### src/rtl/calc_pipe.sv
// calc_pipe: parametrised arithmetic unit with an iterative restoring divider
// and an in-order result FIFO between a valid/stall request side and a
// valid/stall result side.
module calc_pipe #(
    parameter int DATA_W     = 16,
    parameter int FIFO_DEPTH = 4
) (
    input  logic                  clk,
    input  logic                  rstn,
    input  logic [DATA_W-1:0]     inpA,
    input  logic [DATA_W-1:0]     inpB,
    input  logic [2:0]            inpOpType,
    input  logic                  inpSigned,
    input  logic                  iValid,
    input  logic                  iStall,
    output logic                  oStall,
    output logic                  oValid,
    output logic [2*DATA_W-1:0]   outC,
    output logic [1:0]            oStatus
);

    localparam int RES_W  = 2 * DATA_W;
    localparam int ENT_W  = RES_W + 2;
    localparam int PTR_W  = $clog2(FIFO_DEPTH);
    localparam int CNT_W  = PTR_W + 1;
    localparam int ITER_W = $clog2(DATA_W) + 1;

    localparam logic [CNT_W-1:0]  FULL_COUNT = CNT_W'(FIFO_DEPTH);
    localparam logic [ITER_W-1:0] LAST_ITER  = ITER_W'(DATA_W - 1);

    localparam logic [1:0] IDLE = 2'd0;
    localparam logic [1:0] DIV  = 2'd1;
    localparam logic [1:0] DONE = 2'd2;

    logic [1:0]          state;
    logic [CNT_W-1:0]    count;
    logic [PTR_W-1:0]    rd_ptr;
    logic [PTR_W-1:0]    wr_ptr;
    logic [ENT_W-1:0]    mem [FIFO_DEPTH];
    logic [ENT_W-1:0]    head;

    logic                accept;
    logic                is_div;
    logic [RES_W-1:0]    ext_a;
    logic [RES_W-1:0]    ext_b;
    logic [RES_W-1:0]    alu_res;
    logic [1:0]          alu_status;

    logic                a_neg;
    logic                b_neg;
    logic [DATA_W-1:0]   mag_a;
    logic [DATA_W-1:0]   mag_b;

    logic [DATA_W-1:0]   dvd_q;
    logic [DATA_W-1:0]   dvs;
    logic [DATA_W-1:0]   rem_r;
    logic [ITER_W-1:0]   iter;
    logic                neg_q;
    logic                neg_r;
    logic                op_rem;
    logic                div_zero;
    logic [RES_W-1:0]    saved_a;
    logic [DATA_W:0]     trial;
    logic                ge;
    logic [RES_W-1:0]    q_ext;
    logic [RES_W-1:0]    r_ext;
    logic [RES_W-1:0]    div_res;
    logic [1:0]          div_status;

    logic                wr_en;
    logic                rd_en;
    logic [ENT_W-1:0]    wr_data;

    assign oStall = (state != IDLE) || (count == FULL_COUNT);
    assign accept = iValid && !oStall;
    assign is_div = (inpOpType == 3'd3) || (inpOpType == 3'd4);

    assign ext_a = inpSigned ? {{DATA_W{inpA[DATA_W-1]}}, inpA} : {{DATA_W{1'b0}}, inpA};
    assign ext_b = inpSigned ? {{DATA_W{inpB[DATA_W-1]}}, inpB} : {{DATA_W{1'b0}}, inpB};

    assign a_neg = inpSigned & inpA[DATA_W-1];
    assign b_neg = inpSigned & inpB[DATA_W-1];
    assign mag_a = a_neg ? (DATA_W'(0) - inpA) : inpA;
    assign mag_b = b_neg ? (DATA_W'(0) - inpB) : inpB;

    // Single-cycle ops on the extended operands; 2*DATA_W bits hold every exact result.
    always_comb begin
        alu_res    = '0;
        alu_status = 2'b00;
        case (inpOpType)
            3'd0:    alu_res = ext_a + ext_b;
            3'd1:    alu_res = ext_a - ext_b;
            3'd2:    alu_res = ext_a * ext_b;
            3'd3,
            3'd4:    alu_res = '0;
            default: alu_status = 2'b01;
        endcase
    end

    assign trial = {rem_r, dvd_q[DATA_W-1]};
    assign ge    = (trial >= {1'b0, dvs});
    assign q_ext = {{DATA_W{1'b0}}, dvd_q};
    assign r_ext = {{DATA_W{1'b0}}, rem_r};

    // Apply the latched signs to the unsigned quotient/remainder magnitudes.
    always_comb begin
        div_res    = '0;
        div_status = 2'b00;
        if (div_zero) begin
            div_status = 2'b10;
            div_res    = op_rem ? saved_a : '1;
        end else if (op_rem) begin
            div_res = neg_r ? (RES_W'(0) - r_ext) : r_ext;
        end else begin
            div_res = neg_q ? (RES_W'(0) - q_ext) : q_ext;
        end
    end

    // Divider control: latch magnitudes, iterate once per cycle, then hand off to the FIFO.
    always_ff @(posedge clk or negedge rstn) begin
        if (!rstn) begin
            state    <= IDLE;
            dvd_q    <= '0;
            dvs      <= '0;
            rem_r    <= '0;
            iter     <= '0;
            neg_q    <= 1'b0;
            neg_r    <= 1'b0;
            op_rem   <= 1'b0;
            div_zero <= 1'b0;
            saved_a  <= '0;
        end else begin
            case (state)
                IDLE: begin
                    if (accept && is_div) begin
                        dvd_q    <= mag_a;
                        dvs      <= mag_b;
                        rem_r    <= '0;
                        iter     <= '0;
                        neg_q    <= a_neg ^ b_neg;
                        neg_r    <= a_neg;
                        op_rem   <= (inpOpType == 3'd4);
                        saved_a  <= ext_a;
                        div_zero <= (inpB == '0);
                        state    <= (inpB == '0) ? DONE : DIV;
                    end
                end
                DIV: begin
                    rem_r <= ge ? (trial[DATA_W-1:0] - dvs) : trial[DATA_W-1:0];
                    dvd_q <= {dvd_q[DATA_W-2:0], ge};
                    iter  <= iter + ITER_W'(1);
                    if (iter == LAST_ITER) begin
                        state <= DONE;
                    end
                end
                DONE:    state <= IDLE;
                default: state <= IDLE;
            endcase
        end
    end

    assign wr_en   = (state == IDLE && accept && !is_div) || (state == DONE);
    assign wr_data = (state == DONE) ? {div_status, div_res} : {alu_status, alu_res};
    assign rd_en   = oValid && !iStall;

    // FIFO bookkeeping; pointers wrap naturally because the depth is a power of two.
    always_ff @(posedge clk or negedge rstn) begin
        if (!rstn) begin
            count  <= '0;
            rd_ptr <= '0;
            wr_ptr <= '0;
        end else begin
            count <= count + CNT_W'(wr_en) - CNT_W'(rd_en);
            if (wr_en) begin
                wr_ptr <= wr_ptr + PTR_W'(1);
            end
            if (rd_en) begin
                rd_ptr <= rd_ptr + PTR_W'(1);
            end
        end
    end

    // Result storage; stale contents are masked by oValid so no reset is needed.
    always_ff @(posedge clk) begin
        if (wr_en) begin
            mem[wr_ptr] <= wr_data;
        end
    end

    assign head    = mem[rd_ptr];
    assign oValid  = (count != '0);
    assign outC    = oValid ? head[RES_W-1:0] : '0;
    assign oStatus = oValid ? head[ENT_W-1:RES_W] : 2'b00;

endmodule

### config.mk
export PLATFORM = sky130hd
export DESIGN_NAME = calc_pipe
export DESIGN_NICKNAME = d
export VERILOG_FILES = /design/src/rtl/calc_pipe.sv
export SDC_FILE = /design/constraint.sdc
export NUM_CORES = 1
export LEC_CHECK = 0
export BUFFER_PORTS_ARGS = -buffer_cell sky130_fd_sc_hd__buf_4
export CAP_MARGIN = 20
export CELL_PAD_IN_SITES_DETAIL_PLACEMENT = 0
export CELL_PAD_IN_SITES_GLOBAL_PLACEMENT = 1
export CORE_ASPECT_RATIO = 1.5
export CORE_UTILIZATION = 25
export CTS_CLUSTER_DIAMETER = 40
export DETAILED_ROUTE_END_ITERATION = 10
export HOLD_SLACK_MARGIN = 0.1
export PLACE_DENSITY = 0.55
export SLEW_MARGIN = 25
export SYNTH_ARGS = -nofsm -noshare
export SYNTH_HDL_FRONTEND = slang
export SYNTH_SLANG_ARGS = --single-unit
### constraint.sdc
create_clock -name clk -period 5.9 [get_ports clk]
set_input_delay 0.295 -clock clk [delete_from_list [all_inputs] [get_ports clk]]
set_output_delay 0.295 -clock clk [all_outputs]
set_load 0.05 [all_outputs]
==> metrics <==
critical path type=in2reg; register area=0.00614 mm2; RSZ-0062 raised after global routing=yes; core area=0.103 mm2; first-pass GRT wire length=131,000 um; Critical Path AT=6660 ps; Post-synth EDFFs=136; Final setup viols=68; Clk Latency, worst-skew pair=530 ps; Avg Cell Area, Syn=9.93 um2; area grow syn2layout=26.0%; htree depth=2; Row Count=144; routed len/inst=19.7 um; Die Y=397 um; proportion of synthesized area in mux cells=3.97%; GRT Total Usage=16.4%; run status=finished, violations left; failing checks=setup timing; maxcap violations=0; GP Congestion=0.853; I/O pin total=76; Setup crit end=mem[0][29]; fin crit share=108%; Compound-Gate Fraction of Synth Area=10.1%; fraction of registers with async set/reset=37.6%; CP Launch Point=inpB[11]; gr ovfl total=0; worst r2r path cells=11; port buffer count=75; CTS Sinks=218; post-synth cell types=77; adder-cell area share of the yosys netlist=34.9%; first-iteration detailed-routing DRC count=846; CP Capture Type=flip-flop; antenna cell count=0; most frequent cells in the layout=inv_1 (351), buf_4 (318), fa_1 (311); final hold violations=0; nets=3,464; f_max=157 MHz; WP data required=6170 ps; antenna violations before repair=1; Filler Cell Count=10,700; via/cell ratio=4.53; setup TNS=-20,540 ps; clk_skew=28.2 ps; reg2reg end=rem_r[0]; Max Buffers Root-to-Sink=3; initial core utilization=25.3%; largest net degree at the start of global routing=57; Chip Width=265 um; Clk pin slew, worst setup/hold paths=60 ps; total vias in the final route=19,500; fin crit period=6390 ps; ANT nets after route=0; TritonCTS clock tree=built; Final WS setup=-489 ps; most common cell after layout, fill and taps aside=inv_1; synthesized instance count=2,621; worst hold-check path type=in2reg; max-slew violations=0; Most used DFF post-synth=edfxtp_1; Total Wirelength=84,900 um; Post-Synth Simple-Gate Area=14.1%; Synth Area in XOR/XNOR=5.92%; Synth Cell Area=0.0260 mm2; first drt pass iteration count=5; r2r startpoint=rem_r[0]; Synth Register Bits=218; largest family of logic cells by synthesized area=adder cells; fraction of the yosys area taken by sequential cells=23.6%; syn nets=3,186; startpoint types=input pin; layout cell share with drive strength beyond 1=23.0%; root buffer cell=clkbuf_16; vias in the first global route=21,400; worst-path fanout max=13; yosys synthesis warning count=0; DRC errors left=0; post-DP HPWL=69,600 um; Num CTS Buffers=35; Reg2Reg Setup Slack=2290 ps; slew margin rel.=33.6%; Multi-input gate area=0.0190 mm2; Slew @ Worst Pin=989 ps; Die ar.=0.105 mm2
[how the worst min path moves through the flow]
stage	slack [ps]	depth (start not counted)	to	start
4_1_cts	110	3	rd_ptr[0]	iStall
5_1_grt	130	3	rd_ptr[0]	iStall
3_5_place_dp	260	1	dvs[5]	rstn
2_1_floorplan	-0.6	0	count[0]	rstn
3_3_place_gp	260	1	dvs[5]	rstn
6_report	120	3	rd_ptr[0]	iStall
[cell families (layout without fill, tap and decap cells)]
logic type | Yosys count | in the layout
AO/OA/AOI/OAI | 417 | 417
XOR/XNOR | 176 | 176
adder cells (fa/ha/maj) | 525 | 525
buffers and inverters | 508 | 811
flip-flops | 218 | 218
multiplexers | 59 | 59
AND/OR/NAND/NOR | 718 | 718
[layout make-up]
type | instances | share of cell area [%]
Sequential cell | 218 | 18.7
Clock inverter | 26 | 1.24
Inverter | 373 | 4.32
Clock buffer | 36 | 2.68
Multi-Input combinational cell | 1895 | 57.9
Tap cell | 1387 | 5.29
Timing Repair Buffer | 376 | 9.85
[cell usage after synthesis (10+ instances only)]
cell type | count | share of area [%]
edfxtp_1 | 136 | 16
a21o_1 | 34 | 0.98
o221ai_1 | 10 | 0.34
fa_1 | 336 | 26
and2_1 | 191 | 4.6
a31oi_1 | 10 | 0.24
o22ai_1 | 35 | 0.84
mux4_2 | 34 | 2.9
xor2_1 | 56 | 1.9
nor3_1 | 22 | 0.42
clkbuf_1 | 122 | 1.8
nor2_1 | 128 | 1.8
mux2i_1 | 11 | 0.42
ha_1 | 189 | 9.1
o21ai_0 | 98 | 1.9
a22oi_1 | 21 | 0.61
or3_1 | 11 | 0.26
nor2b_1 | 48 | 1.2
o31ai_1 | 13 | 0.37
nand2_1 | 206 | 3.0
inv_1 | 372 | 5.4
dfrtp_1 | 82 | 7.9
nand3_1 | 31 | 0.60
mux2_2 | 14 | 0.61
xnor2_1 | 120 | 4.0
nand2b_1 | 23 | 0.55
a21oi_1 | 118 | 2.3
and3_1 | 19 | 0.46
[per-layer routing]
layer | up-vias | part of all wire (%) | track usage (%)
met5 | - | 0.013 | 0
met3 | 83 | 2.0 | 1.16
met2 | 249 | 57 | 33.1
met4 | 2 | 2.5 | 4.37
met1 | 10000 | 39 | 18.2
li1 | 9186 | - | -
[stage by stage]
step	worst slack, ps	instances	instance area (um2)	hold WS [ps]	utilization [%]
6_report	-489	4311	32800	120	31.9
5_1_grt	-746	4311	32800	128	31.9
4_1_cts	-522	4304	32500	112	31.5
3_5_place_dp	-1350	4229	30400	259	29.6
3_3_place_gp	-1290	4229	30400	259	29.6
2_1_floorplan	-924	2621	26600	-0.591	-
[worst max-delay path, stage by stage]
cell	delay [ps]
buf_4	170
buf_4	160
and2_1	170
fa_1	530
inv_1	60
fa_2	610
fa_1	480
fa_1	540
inv_1	60
fa_1	500
fa_1	570
fa_1	440
fa_1	530
ha_4	300
nand3_2	70
or3_1	390
o22ai_2	180
buf_4	150
o22ai_2	60
xnor2_1	130
a21oi_1	160
nand2_2	110
[registers in the layout (all words and copies together), names as in the netlist]
register / cells
op_rem: 1
saved_a: 17
state: 2
dvd_q: 16
rem_r: 16
dvs: 16
div_zero: 1
count: 3
wr_ptr: 2
neg_q: 1
mem: 136
iter: 5
rd_ptr: 2
[repair_timing]
| item | 4_1_cts | 5_1_grt |
|---|---|---|
| resized for setup | 128 | 73 |
| cloned | 1 | 0 |
| hold buffers | 2 | 0 |
| setup endpoints to repair | 84 | 84 |
| buffers inserted | 13 | 8 |
| hold endpoints to repair | 29 | 0 |
| pin swaps | 95 | 56 |
Power is not shown: default switching activity piles up to over one toggle a cycle in this logic, so the estimate is an artifact.
